[src/rtl/jb_predict_ctrl.sv]
// Decode-stage branch/jump control with a bimodal PHT of 2-bit saturating
// counters and a mispredict flush/recovery FSM.
// Optional feature macro: JB_GSHARE_EN (gshare indexing with a global history register).
module jb_predict_ctrl #(
    parameter int unsigned PC_W         = 32,
    parameter int unsigned DEPTH        = 64,
    parameter int unsigned FLUSH_CYCLES = 2,
    parameter logic [1:0]  CTR_INIT     = 2'b01,
    localparam int unsigned IDX_W       = $clog2(DEPTH)
) (
    input  logic             i_clk,
    input  logic             i_rst,
    input  logic             i_valid,
    input  logic [PC_W-1:0]  i_pc,
    input  logic [5:0]       i_instru,
    input  logic [5:0]       i_func,
    input  logic             i_rt,
    input  logic             i_upd_valid,
    input  logic [IDX_W-1:0] i_upd_idx,
    input  logic             i_upd_taken,
    input  logic             i_upd_pred,
    output logic [2:0]       o_bop,
    output logic [1:0]       o_jump,
    output logic             o_aluPC4,
    output logic             o_pred_taken,
    output logic [IDX_W-1:0] o_pred_idx,
    output logic             o_ifstall,
    output logic             o_flush
);

    localparam int unsigned   CNT_W    = (FLUSH_CYCLES > 1) ? $clog2(FLUSH_CYCLES) : 1;
    localparam logic [CNT_W-1:0] CNT_LOAD = CNT_W'(FLUSH_CYCLES - 1);

    typedef enum logic {
        S_IDLE  = 1'b0,
        S_FLUSH = 1'b1
    } state_t;

    state_t           state;
    state_t           state_nxt;
    logic [CNT_W-1:0] cnt;
    logic [CNT_W-1:0] cnt_nxt;
    logic [1:0]       pht [DEPTH];
    logic [IDX_W-1:0] idx;
    logic             mispredict;

    logic [2:0]       dec_bop;
    logic [1:0]       dec_jump;
    logic             dec_link;
    logic             dec_cond;

    // PC bits outside the index field carry no information for prediction
    logic unused_pc_bits;
    assign unused_pc_bits = ^{i_pc[PC_W-1:IDX_W+2], i_pc[1:0]};

    assign mispredict = i_upd_valid && (i_upd_taken != i_upd_pred);

`ifdef JB_GSHARE_EN
    logic [IDX_W-1:0] ghr;

    // Global history: shift in every resolved conditional-branch outcome
    always_ff @(posedge i_clk or posedge i_rst) begin
        if (i_rst) begin
            ghr <= '0;
        end else if (i_upd_valid) begin
            ghr <= {ghr[IDX_W-2:0], i_upd_taken};
        end
    end

    assign idx = i_pc[IDX_W+1:2] ^ ghr;
`else
    assign idx = i_pc[IDX_W+1:2];
`endif

    assign o_pred_idx = idx;

    // PHT training: saturating 2-bit counters, written regardless of FSM state
    always_ff @(posedge i_clk or posedge i_rst) begin
        if (i_rst) begin
            for (int unsigned i = 0; i < DEPTH; i++) begin
                pht[IDX_W'(i)] <= CTR_INIT;
            end
        end else if (i_upd_valid) begin
            if (i_upd_taken) begin
                if (pht[i_upd_idx] != 2'b11) begin
                    pht[i_upd_idx] <= pht[i_upd_idx] + 2'd1;
                end
            end else begin
                if (pht[i_upd_idx] != 2'b00) begin
                    pht[i_upd_idx] <= pht[i_upd_idx] - 2'd1;
                end
            end
        end
    end

    // Opcode decode into branch op, jump select and link flag
    always_comb begin
        dec_bop  = 3'b000;
        dec_jump = 2'b00;
        dec_link = 1'b0;
        dec_cond = 1'b0;
        case (i_instru)
            6'b000100: begin dec_bop = 3'b001; dec_cond = 1'b1; end
            6'b000101: begin dec_bop = 3'b010; dec_cond = 1'b1; end
            6'b000110: begin dec_bop = 3'b011; dec_cond = 1'b1; end
            6'b000111: begin dec_bop = 3'b100; dec_cond = 1'b1; end
            6'b000001: begin
                dec_bop  = i_rt ? 3'b110 : 3'b101;
                dec_cond = 1'b1;
            end
            6'b000010: dec_jump = 2'b01;
            6'b000011: begin dec_jump = 2'b01; dec_link = 1'b1; end
            6'b000000: begin
                if (i_func == 6'b001000) begin
                    dec_jump = 2'b10;
                end
            end
            default:   dec_jump = 2'b11;
        endcase
    end

    // FSM state and flush counter registers
    always_ff @(posedge i_clk or posedge i_rst) begin
        if (i_rst) begin
            state <= S_IDLE;
            cnt   <= '0;
        end else begin
            state <= state_nxt;
            cnt   <= cnt_nxt;
        end
    end

    // Next state: a mispredict (re)arms the flush window from any state
    always_comb begin
        state_nxt = state;
        cnt_nxt   = cnt;
        case (state)
            S_IDLE: begin
                if (mispredict) begin
                    state_nxt = S_FLUSH;
                    cnt_nxt   = CNT_LOAD;
                end
            end
            S_FLUSH: begin
                if (mispredict) begin
                    cnt_nxt = CNT_LOAD;
                end else if (cnt == '0) begin
                    state_nxt = S_IDLE;
                end else begin
                    cnt_nxt = cnt - CNT_W'(1);
                end
            end
            default: begin
                state_nxt = S_IDLE;
                cnt_nxt   = '0;
            end
        endcase
    end

    // Outputs: flush/stall follow the state register; decode is squashed while flushing
    always_comb begin
        o_bop        = 3'b000;
        o_jump       = 2'b00;
        o_aluPC4     = 1'b0;
        o_pred_taken = 1'b0;
        o_flush      = (state == S_FLUSH);
        o_ifstall    = (state == S_FLUSH);
        if ((state == S_IDLE) && i_valid) begin
            o_bop    = dec_bop;
            o_jump   = dec_jump;
            o_aluPC4 = dec_link;
            if (dec_cond) begin
                o_pred_taken = pht[idx][1];
            end else begin
                o_pred_taken = (dec_jump == 2'b01) || (dec_jump == 2'b10);
            end
        end
    end

endmodule

[config.mk]
export PLATFORM = sky130hd
export DESIGN_NAME = jb_predict_ctrl
export DESIGN_NICKNAME = d
export VERILOG_FILES = /design/src/rtl/jb_predict_ctrl.sv
export SDC_FILE = /design/constraint.sdc
export NUM_CORES = 1
export LEC_CHECK = 0
export ABC_AREA = 1
export CAP_MARGIN = 10
export CORE_MARGIN = 2
export CORE_UTILIZATION = 45
export CTS_CLUSTER_SIZE = 40
export DETAILED_ROUTE_END_ITERATION = 10
export PLACE_DENSITY = 0.71
export SLEW_MARGIN = 20
export SYNTH_ARGS = -nofsm -noshare
export SYNTH_HDL_FRONTEND = slang
export SYNTH_SLANG_ARGS = --single-unit
[constraint.sdc]
create_clock -name i_clk -period 9.8 [get_ports i_clk]
set_clock_uncertainty 0.15 [all_clocks]
set_input_delay 1.96 -clock i_clk [delete_from_list [all_inputs] [get_ports i_clk]]
set_output_delay 1.96 -clock i_clk [all_outputs]
set_load 0.1 [all_outputs]
==> results of run 1 <==
power breakdown:
group	switching (mW)	internal, mW
sequential	0.0631	0.652
clock	0.251	0.361
combinational	0.245	0.113
total	0.559	1.13
metal layers:
metal  vias up  share of wire, %
li1       3639                 -
met5         -                 0
met3        69               7.9
met2       341                45
met1      3388                44
met4         0               3.9
cell families after synthesis:
logic type	count (synthesis)
XOR/XNOR	2
AND/OR/NAND/NOR	703
multiplexers	2
AO/OA/AOI/OAI	131
buffers and inverters	207
flip-flops	130
adder cells (fa/ha/maj)	2
area by class of cell:
class	count	area share (%)
Multi-Input combinational cell	840	40.1
Sequential cell	130	37.9
Inverter	155	6.65
Timing Repair Buffer	53	5.75
Clock buffer	20	5.19
Tap cell	220	3.13
Clock inverter	12	1.24
worst register-to-register path: cells and delay by family, from the launching register on:
family / cells / cell delay, ns
and+or+nand+nor: 14 / 1.80
AOI/OAI and AO/OA: 2 / 0.14
DFF: 1 / 0.41
adders and majority gates: 1 / 0.21
buffers and inverters: 3 / 0.68
per-stage QoR:
step,cells,setup WS [ns],utilization [%],power [mW],area [sq um]
3_3_place_gp,1398,1.95,49.4,1.06,8230
4_1_cts,1430,1.94,52.8,1.69,8790
5_1_grt,1430,1.42,52.8,1.77,8790
6_report,1430,1.71,52.8,1.69,8790
2_1_floorplan,1177,3.03,-,0.963,7710
3_5_place_dp,1398,1.95,49.4,1.07,8230
worst max path at each step:
stage,endpoint,slack [ns],cells after the start
2_1_floorplan,o_bop[2],3.03,7
3_3_place_gp,o_pred_taken,1.95,10
3_5_place_dp,o_pred_taken,1.95,10
6_report,o_pred_taken,1.71,13
5_1_grt,o_pred_taken,1.42,13
4_1_cts,o_pred_taken,1.94,10
cell usage in the layout (no fill, tap or decap), types with 2 or more instances in the layout:
| cell type | netlist | layout |
|---|---|---|
| clkinv_1 | 1 | 2 |
| o21ai_0 | 69 | 69 |
| inv_1 | 148 | 146 |
| nor3_1 | 9 | 9 |
| mux2i_1 | 2 | 2 |
| clkinv_2 | 0 | 3 |
| o31ai_1 | 2 | 2 |
| o21ai_1 | 37 | 37 |
| clkinvlp_4 | 0 | 5 |
| o22ai_1 | 6 | 6 |
| nor2_1 | 162 | 162 |
| nand3_1 | 67 | 67 |
| clkbuf_8 | 0 | 2 |
| buf_4 | 9 | 8 |
| clkbuf_16 | 0 | 17 |
| a21oi_1 | 11 | 11 |
| ha_1 | 2 | 2 |
| a22oi_1 | 4 | 4 |
| nand4_1 | 4 | 4 |
| dfstp_2 | 64 | 64 |
| dfrtp_1 | 66 | 66 |
| inv_2 | 6 | 6 |
| clkdlybuf4s50_1 | 0 | 44 |
| or2_2 | 2 | 2 |
| clkinv_4 | 0 | 2 |
| nand2_1 | 455 | 454 |
==> metrics.cfg, run 1 <==
[clock_tree]
postCtsHoldBufs = 0
cts_setup_buffers = 0
cts_resized = 0
cts_made_buffers = 17
cts_tree = done
cts.sinks = 130
cts.clk_slew.worst_paths_ns = 0.06
cts.path.max_buffers = 2
clk-insertion-delay-late_ns = 0.44
cts_root_buffer = clkbuf_16
cts_htree_levels = 4

[worst_setup_path]
crit_type = input port to output port
crit_arrival_ns = 5.98
critPathBufInv = 4
critPathMaxFanout = 35
cp-end-kind = output port
required_ns = 7.69
r2r-end = pht[35]$_DFFE_PP0P_
path_cells = clkdlybuf4s50_1 > buf_4 > clkinv_1 > nand2_1 > nand3_1 > nand2_1 > nand2_1 > nand3_1 > nand3_1 > nand3_1 > nand2_1 > a21oi_1 > clkdlybuf4s50_1
r2r_cells = 20
critPathTopFamily = buffers and inverters
cp-start-kind = input port
slowest_delay_ns = 1.15
crit_slowest_cell = clkdlybuf4s50_1
reg2reg_from = pht[87]$_DFFE_PP0P_
regToRegSetupSlack_ns = 6.25
setup.worst_path.start = i_pc[2]

[global_route]
gr-total-overflow = 0
grt_use_met3_pct = 5.97
antenna_found_initial = 0
grt_max_degree = 79
grt_usage_pct = 25.9
use_met2_pct = 40.3
first_global_vias = 7209
grt_pass1_wl_microns = 36300
grt.met1_usage_pct = 33.9
grt-busiest-layer = met2

[die]
start_util_pct = 46.3
core_area_sq_um = 16600
num_rows = 47
dieWidth_microns = 135
die_h_microns = 135
ios = 72
die_area_sq_um = 18200

[yosys]
synth_top_cells_by_area = nand2_1 22%, dfstp_2 22%, dfrtp_1 21%
synth_edf_count = 0
yosysMostFrequentCell = nand2_1
ys_ff_latch = 130
synthMuxAreaShare_pct = 0.260
yosysWarnings = 0
syn_inst = 1177
synth_simple_gate_area_share_pct = 35.8
ys_types = 30
synth-compound-area-share_pct = 8.88
synth_xor_area_share_pct = 0.227
yosys-top-cells-count = 455 x nand2_1, 162 x nor2_1, 148 x inv_1
syn_avg_cell_area_sq_um = 6.55
synth_adder_area_share_pct = 0.325
synth_top_cell_by_area = nand2_1
syn_area_sq_um = 7710
ys.flop_type = dfrtp_1
synthesis.nets = 1236
yosysTopAreaCellShare_pct = 22.2
synth_top_family_by_area = simple AND/OR/NAND/NOR gates
ys_seq_area_share_pct = 43.2
ys_async_sr_fraction_pct = 100

[sta]
setup_viol = 0
tightest_slew_ns = 1.10
final-hold-violation-count = 0
drv_slew = 0
relSlewSlack_pct = 26.5
whs_ns = 0.316
grt_setup_unrepaired = false
clock.fmax_ghz = 0.124
period_minus_slack_ns = 8.09
finalCritPeriodShare_pct = 82.5
fin_setup_tns_ns = 0

[routing]
viasPerCell = 5.20
route.detailed.drc = 0
drtIter0Drc = 809
wirelength_microns = 22300
wl_per_cell_microns = 15.6
dr.pass1.iters = 6
vias = 7437
ant_nets = 0

[finish]
multiInputGateArea_sq_um = 3530
fillCellCount = 1617
diodes = 0
layout.nets = 1256
syn_to_final_growth_pct = 14.0
register_area_sq_um = 3330
layout-drive-gt1-share_pct = 9.50

[place]
port-buffer-count = 45
dpl.hpwl_microns = 14300
gp_congestion = 0.933

[power]
ir_drop_v = 0.000134
p_leak_nw = 4.09
power_density_nw_per_um2 = 192

[hold_path]
min_path_type = flip-flop to flip-flop
holdPathStages = 2

[run]
max_cap_viol_count = 0

[status]
outcome = finished, final reports clean

Power figures use the tool's default switching activity.
==> run 2, diff against run 1 <==
- PLACE_DENSITY: 0.71 -> 0.74
- clock period: 9.8 -> 6.7 ns (I/O delays scaled with it)
==> run 2 against run 1 <==
Effect of this change:
- cell count grew 0.84%
- cell area grew 1.2%
- register-to-register slack lost 2.8 ns
- count of clock-buffer cells in the layout grew 6
- routed wire length grew 1.6%
- flip-flop and latch count is the same
- sequential power grew 45%
- critical path type is now input port to flip-flop
- critical endpoint is now pht[45]$_DFFE_PP0P_
- largest cell class unchanged
==> metrics.cfg, run 2 (synthesized netlist as in run 1, its figures left out) <==
[status]
outcome = finished, final reports clean  ; unchanged

[finish]
layout.nets = 1269  ; was 1256
diodes = 0  ; unchanged
syn_to_final_growth_pct = 15.4  ; was 14.0%
finish.utilization_pct = 53.4  ; was 52.8%
final_common_cell = nand2_1  ; unchanged
fillCellCount = 1611  ; was 1617
layout-drive-gt1-share_pct = 10.1  ; was 9.50%
final_cell_mix = 454 x nand2_1, 162 x nor2_1, 147 x inv_1  ; was 454 x nand2_1, 162 x nor2_1, 146 x inv_1

[die]
dieWidth_microns = 135  ; unchanged
die_h_microns = 135  ; unchanged
start_util_pct = 46.3  ; unchanged
ios = 72  ; unchanged
core_area_sq_um = 16600  ; unchanged
num_rows = 47  ; unchanged
die_area_sq_um = 18200  ; unchanged

[clock_tree]
cts_resized = 0  ; unchanged
cts_root_buffer = clkbuf_16  ; unchanged
cts.path.max_buffers = 2  ; unchanged
cts_htree_levels = 4  ; unchanged
cts.sinks = 130  ; unchanged
clk-insertion-delay-late_ns = 0.42  ; was 0.44 ns
cts_made_buffers = 17  ; unchanged
cts.clk_slew.worst_paths_ns = 0.06  ; about the same
postCtsHoldBufs = 0  ; unchanged
cts_setup_buffers = 0  ; unchanged
cts_tree = done  ; unchanged

[worst_setup_path]
r2r-end = pht[45]$_DFFE_PP0P_  ; was pht[35]$_DFFE_PP0P_
crit_cells = 24  ; was 13
critPathBufInv = 9  ; was 4
cp-end-kind = flip-flop  ; was output port
slowest_delay_ns = 0.66  ; was 1.15 ns
regToRegSetupSlack_ns = 3.45  ; was 6.25 ns
critPathTopFamily = buffers and inverters  ; unchanged
required_ns = 6.84  ; was 7.69 ns
path_cells = clkdlybuf4s50_1 > inv_2 > nand3_1 > inv_1 > nand2_1 > nand2_1 > inv_1 > nand4_1 > nand2_1 > nand2_1 > inv_1 > nand2_1 > nor2_1 > ha_1 > inv_1 > nor2_1 > nor2_1 > inv_1 > nor2_1 > clkinv_1 > nor2_1 > inv_1 > nand2_1 > o21ai_0  ; was clkdlybuf4s50_1 > buf_4 > clkinv_1 > nand2_1 > nand3_1 > nand2_1 > nand2_1 > nand3_1 > nand3_1 > nand3_1 > nand2_1 > a21oi_1 > clkdlybuf4s50_1
r2r_cells = 20  ; unchanged
cp-start-kind = input port  ; unchanged
crit_type = input port to flip-flop  ; was input port to output port
crit_slowest_cell = clkdlybuf4s50_1  ; unchanged
critPathMaxFanout = 13  ; was 35
crit_arrival_ns = 5.48  ; was 5.98 ns

[sta]
tightest_slew_ns = 0.970  ; was 1.10 ns
final-hold-violation-count = 0  ; unchanged
clock.fmax_ghz = 0.187
fin_setup_tns_ns = 0  ; unchanged
finalCritPeriodShare_pct = 79.8
period_minus_slack_ns = 5.34
grt_setup_unrepaired = false  ; unchanged
setup_viol = 0  ; unchanged
relSlewSlack_pct = 35.1  ; was 26.5%
drv_slew = 0  ; unchanged

[place]
gp_congestion = 0.897  ; was 0.933
port-buffer-count = 45  ; unchanged
dpl.hpwl_microns = 15000  ; was 14300 microns

[power]
p_leak_nw = 4.17  ; was 4.09 nW
power_density_nw_per_um2 = 272  ; was 192 nW/um^2
ir_drop_v = 0.000189  ; was 0.000134 V

[routing]
vias = 7540  ; was 7437
dr.pass1.iters = 6  ; unchanged
wirelength_microns = 22700  ; was 22300 microns
route.detailed.drc = 0  ; unchanged
drtIter0Drc = 781  ; was 809
wl_met3_microns = 2360  ; was 1750 microns
wl_met1_microns = 9530  ; was 9720 microns
ant_nets = 0  ; unchanged
wl_per_cell_microns = 15.7  ; was 15.6 microns
top_layer = met4  ; unchanged
viasPerCell = 5.23  ; was 5.20
route.met2.wl_microns = 9950  ; about the same

[hold_path]
min_path_type = flip-flop to flip-flop  ; unchanged
holdPathStages = 2  ; unchanged

[global_route]
first_global_vias = 7136  ; was 7209
grt_usage_pct = 26.3  ; was 25.9%
grt_pass1_wl_microns = 36600  ; was 36300 microns
grt_max_degree = 79  ; unchanged
antenna_found_initial = 0  ; unchanged
gr-total-overflow = 0  ; unchanged

[run]
max_cap_viol_count = 0  ; unchanged

==> run 2: changes by cell type in the layout (fill, tap and decap cells not counted), moves of 2 or more <==
cell        previous run  this run
buf_12                 0         2
buf_4                  8        19
clkbuf_1               1         5
clkbuf_8               2         4
clkinv_4               2         0
clkinvlp_4             5         1
==> run 2: layout make-up <==
cell class	count	area, sq um	area share (%)
clock buffer	26	499	5.61
clock inverter	5	27.5	0.310
inverter	155	584	6.57
multi-input combinational	840	3530	39.7
sequential	130	3330	37.5
tap	220	275	3.10
timing repair buffer	66	646	7.26
==> run 2: worst register-to-register path: stages (launching register included) <==
cell      delay [ns]
dfstp_2         0.52
nor2_1          0.05
o21ai_1         0.16
nand2_1         0.06
nand2_1         0.10
nand2_1         0.08
nand2_1         0.08
nand2_1         0.06
nor2_1          0.16
nand2_2         0.10
ha_1            0.18
inv_1           0.05
nor2_1          0.03
nor2_1          0.15
inv_1           0.22
nor2_1          0.18
clkinv_1        0.28
nor2_1          0.23
inv_1           0.11
nand2_1         0.07
o21ai_0         0.09
==> run 2: how the worst max path moves through the flow <==
stage	from	to	slack, ns
after floorplan	i_instru[5]	o_bop[2]	1.17
after global placement	i_upd_idx[1]	pht[37]$_DFFE_PP0P_	1.21
after detailed placement	i_upd_idx[1]	pht[37]$_DFFE_PP0P_	1.16
after CTS	i_instru[5]	o_bop[2]	1.49
after global routing	i_upd_idx[1]	pht[45]$_DFFE_PP0P_	1.09
final	i_upd_idx[1]	pht[45]$_DFFE_PP0P_	1.36
==> run 2: stage by stage <==
step	total power, mW	setup slack (ns)	std cells	hold WS [ns]	cell area (sq um)
after global routing	2.56	1.09	1442	0.324	8890
final	2.42	1.36	1442	0.316	8890
after detailed placement	1.58	1.16	1410	0.307	8340
after global placement	1.56	1.21	1410	0.303	8340
after floorplan	1.41	1.17	1177	0.296	7710
after CTS	2.43	1.49	1441	0.316	8870
==> run 2: layer usage <==
layer / global-route usage [%] / vias to the layer above
met1: 35.2 / 3437
met2: 40.3 / 378
met5: 0 / -
li1: - / 3662
met3: 7.28 / 63
met4: 10.9 / 0
==> run 2: report_power, final <==
group / internal, mW / switching [mW] / leakage [nW]
combinational: 0.175 / 0.359 / 2.37
sequential: 0.954 / 0.0896 / 1.54
clock: 0.507 / 0.339 / 0.260
==> run 3, diff against run 2 <==
- clock period: 6.7 -> 4.5 ns (I/O delays scaled with it)
==> run 3 against run 2 <==
Effect of this change:
- clock power rose by 82%
- combinational power rose by 55%
- count of clock-buffer cells in the layout is 6 lower
- sequential share of layout area decreased by 1.2 points
- hold slack better by 0.00091 ns
- routed wire length is 1.8% higher
- die area unchanged
- flip-flop and latch count unchanged
- register-to-register slack worse by 2.1 ns
- global-route usage grew 0.20 points
- critical path depth shrank 1
- critical path type unchanged
- largest power group unchanged
==> metrics.cfg, run 3 (synthesized netlist as in run 1, its figures left out) <==
[worst_setup_path]
crit_arrival_ns = 4.28  ; was 5.48 ns
cp-end-kind = flip-flop  ; unchanged
critPathMaxFanout = 7  ; was 13
cp-start-kind = input port  ; unchanged
required_ns = 4.64  ; was 6.84 ns
crit_type = input port to flip-flop  ; unchanged

[place]
dpl.hpwl_microns = 15700  ; was 15000 microns
gp_congestion = 1.01  ; was 0.897
dp.cells = 1430  ; was 1410
port-buffer-count = 45  ; unchanged
pre_cts_ws_ns = 0.113  ; was 1.16 ns
place_area_sq_um = 8530  ; was 8340 sq um

[power]
power_density_nw_per_um2 = 427  ; was 272 nW/um^2
ir_drop_v = 0.000330  ; was 0.000189 V
p_leak_nw = 4.33  ; was 4.17 nW
p_total_mw = 3.92  ; was 2.42 mW

[sta]
tightest_slew_ns = 0.965  ; was 0.970 ns
setup_viol = 0  ; unchanged
grt_setup_unrepaired = false  ; unchanged
whs_ns = 0.316  ; about the same
relSlewSlack_pct = 35.5  ; was 35.1%
clock.fmax_ghz = 0.241
final-hold-violation-count = 0  ; unchanged
fin_setup_tns_ns = 0  ; unchanged
finalCritPeriodShare_pct = 92.1
drv_slew = 0  ; unchanged
setup_slack_ns = 0.356  ; was 1.36 ns
period_minus_slack_ns = 4.14

[global_route]
gr-total-overflow = 0  ; unchanged
grt_pass1_wl_microns = 37200  ; was 36600 microns
grt_usage_pct = 26.5  ; was 26.3%
antenna_found_initial = 0  ; unchanged
grt_max_degree = 60  ; was 79
first_global_vias = 7399  ; was 7136

[routing]
route.detailed.drc = 0  ; unchanged
wirelength_microns = 23100  ; was 22700 microns
wl_per_cell_microns = 15.8  ; was 15.7 microns
dr.pass1.iters = 6  ; unchanged
ant_nets = 0  ; unchanged
vias = 7760  ; was 7540
drtIter0Drc = 878  ; was 781
viasPerCell = 5.31  ; was 5.23

[finish]
syn_to_final_growth_pct = 19.1  ; was 15.4%
layout-drive-gt1-share_pct = 12.9  ; was 10.1%
layout.nets = 1288  ; was 1269
instances_no_fill = 1462  ; was 1442
diodes = 0  ; unchanged
final_cell_mix = 454 x nand2_1, 162 x nor2_1, 147 x inv_1  ; unchanged
fillCellCount = 1552  ; was 1611
final_common_cell = nand2_1  ; unchanged
multiInputGateArea_sq_um = 3530  ; about the same
postLayoutCellArea_sq_um = 9180  ; was 8890 sq um
register_area_sq_um = 3330  ; unchanged
finish.utilization_pct = 55.2  ; was 53.4%

[clock_tree]
cts_setup_buffers = 0  ; unchanged
cts_made_buffers = 17  ; unchanged
cts.sinks = 130  ; unchanged
cts.clk_slew.worst_paths_ns = 0.06  ; about the same
clk-insertion-delay-late_ns = 0.42  ; about the same
postCtsHoldBufs = 0  ; unchanged
cts_tree = done  ; unchanged
cts.path.max_buffers = 2  ; unchanged
cts_htree_levels = 4  ; unchanged
cts_root_buffer = clkbuf_16  ; unchanged
cts_resized = 0  ; unchanged

[die]
num_rows = 47  ; unchanged
die_h_microns = 135  ; unchanged
ios = 72  ; unchanged
dieWidth_microns = 135  ; unchanged
core_area_sq_um = 16600  ; unchanged
die_area_sq_um = 18200  ; unchanged
start_util_pct = 46.3  ; unchanged

[run]
max_cap_viol_count = 0  ; unchanged

[status]
outcome = finished, final reports clean  ; unchanged

[hold_path]
min_path_type = flip-flop to flip-flop  ; unchanged

[run 3: cell count changes in the layout (fill, tap and decap cells not counted), sizes merged]
cell,previous run,this run
clkinvlp,1,4
clkinv,5,4
buf,23,54
clkbuf,26,20
bufinv,0,5
clkdlybuf4s50,43,31
[run 3: where the power goes]
group          leakage (nW)  internal [mW]  switching (mW)  total, mW
registers              1.54           1.42           0.143       1.56
clock network         0.303          0.999           0.537       1.54
logic                  2.49          0.274           0.549      0.824
[run 3: area by class of cell]
type,instances,share of cell area (%)
clock buffer,20,4.87
inverter,155,6.36
sequential,130,36.3
timing repair buffer,85,8.72
clock inverter,12,2.25
tap,220,3.00
multi-input combinational,840,38.5
[run 3: path summary, 6_finish.rpt]
check / start / to / slack [ns] / cells after the start
worst max-delay path: i_upd_idx[1] / pht[69]$_DFFE_PP0P_ / 0.36 / 23
worst min-delay path: flip-flop / flip-flop / 0.32 / 2
worst max register to register: pht[87]$_DFFE_PP0P_ / pht[69]$_DFFE_PP0P_ / 1.39 / 21
worst min register to register: flip-flop / flip-flop / 0.32 / 2
max in group asynchronous: i_rst / async pin / 2.58 / 3
min in group asynchronous: i_rst / pht[91]$_DFFE_PP0P_ / 0.81 / 2
[run 3: critical path, stage by stage]
cell,delay [ns]
clkdlybuf4s50_1,0.56
inv_2,0.12
nand3_1,0.25
buf_4,0.23
o22ai_1,0.08
nor2_1,0.25
nand3_1,0.13
nand2_1,0.08
nand2_1,0.05
inv_1,0.07
nand3_1,0.10
ha_1,0.22
nand2_1,0.07
nand2_1,0.06
nor2_1,0.13
inv_1,0.12
buf_4,0.15
nor2_1,0.08
inv_1,0.15
nor2_1,0.20
inv_1,0.11
nand2_1,0.09
o21ai_0,0.09
[run 3: layer usage]
| layer | part of all wire (%) | global-route usage (%) | wire length [microns] | vias up |
|---|---|---|---|---|
| li1 | - | - | - | 3701 |
| met2 | 45 | 41.9 | 10400 | 414 |
| met1 | 41 | 34.9 | 9510 | 3555 |
| met3 | 9.4 | 5.41 | 2160 | 90 |
| met4 | 4.3 | 12.9 | 988 | 0 |
| met5 | 0 | 0 | 0 | - |
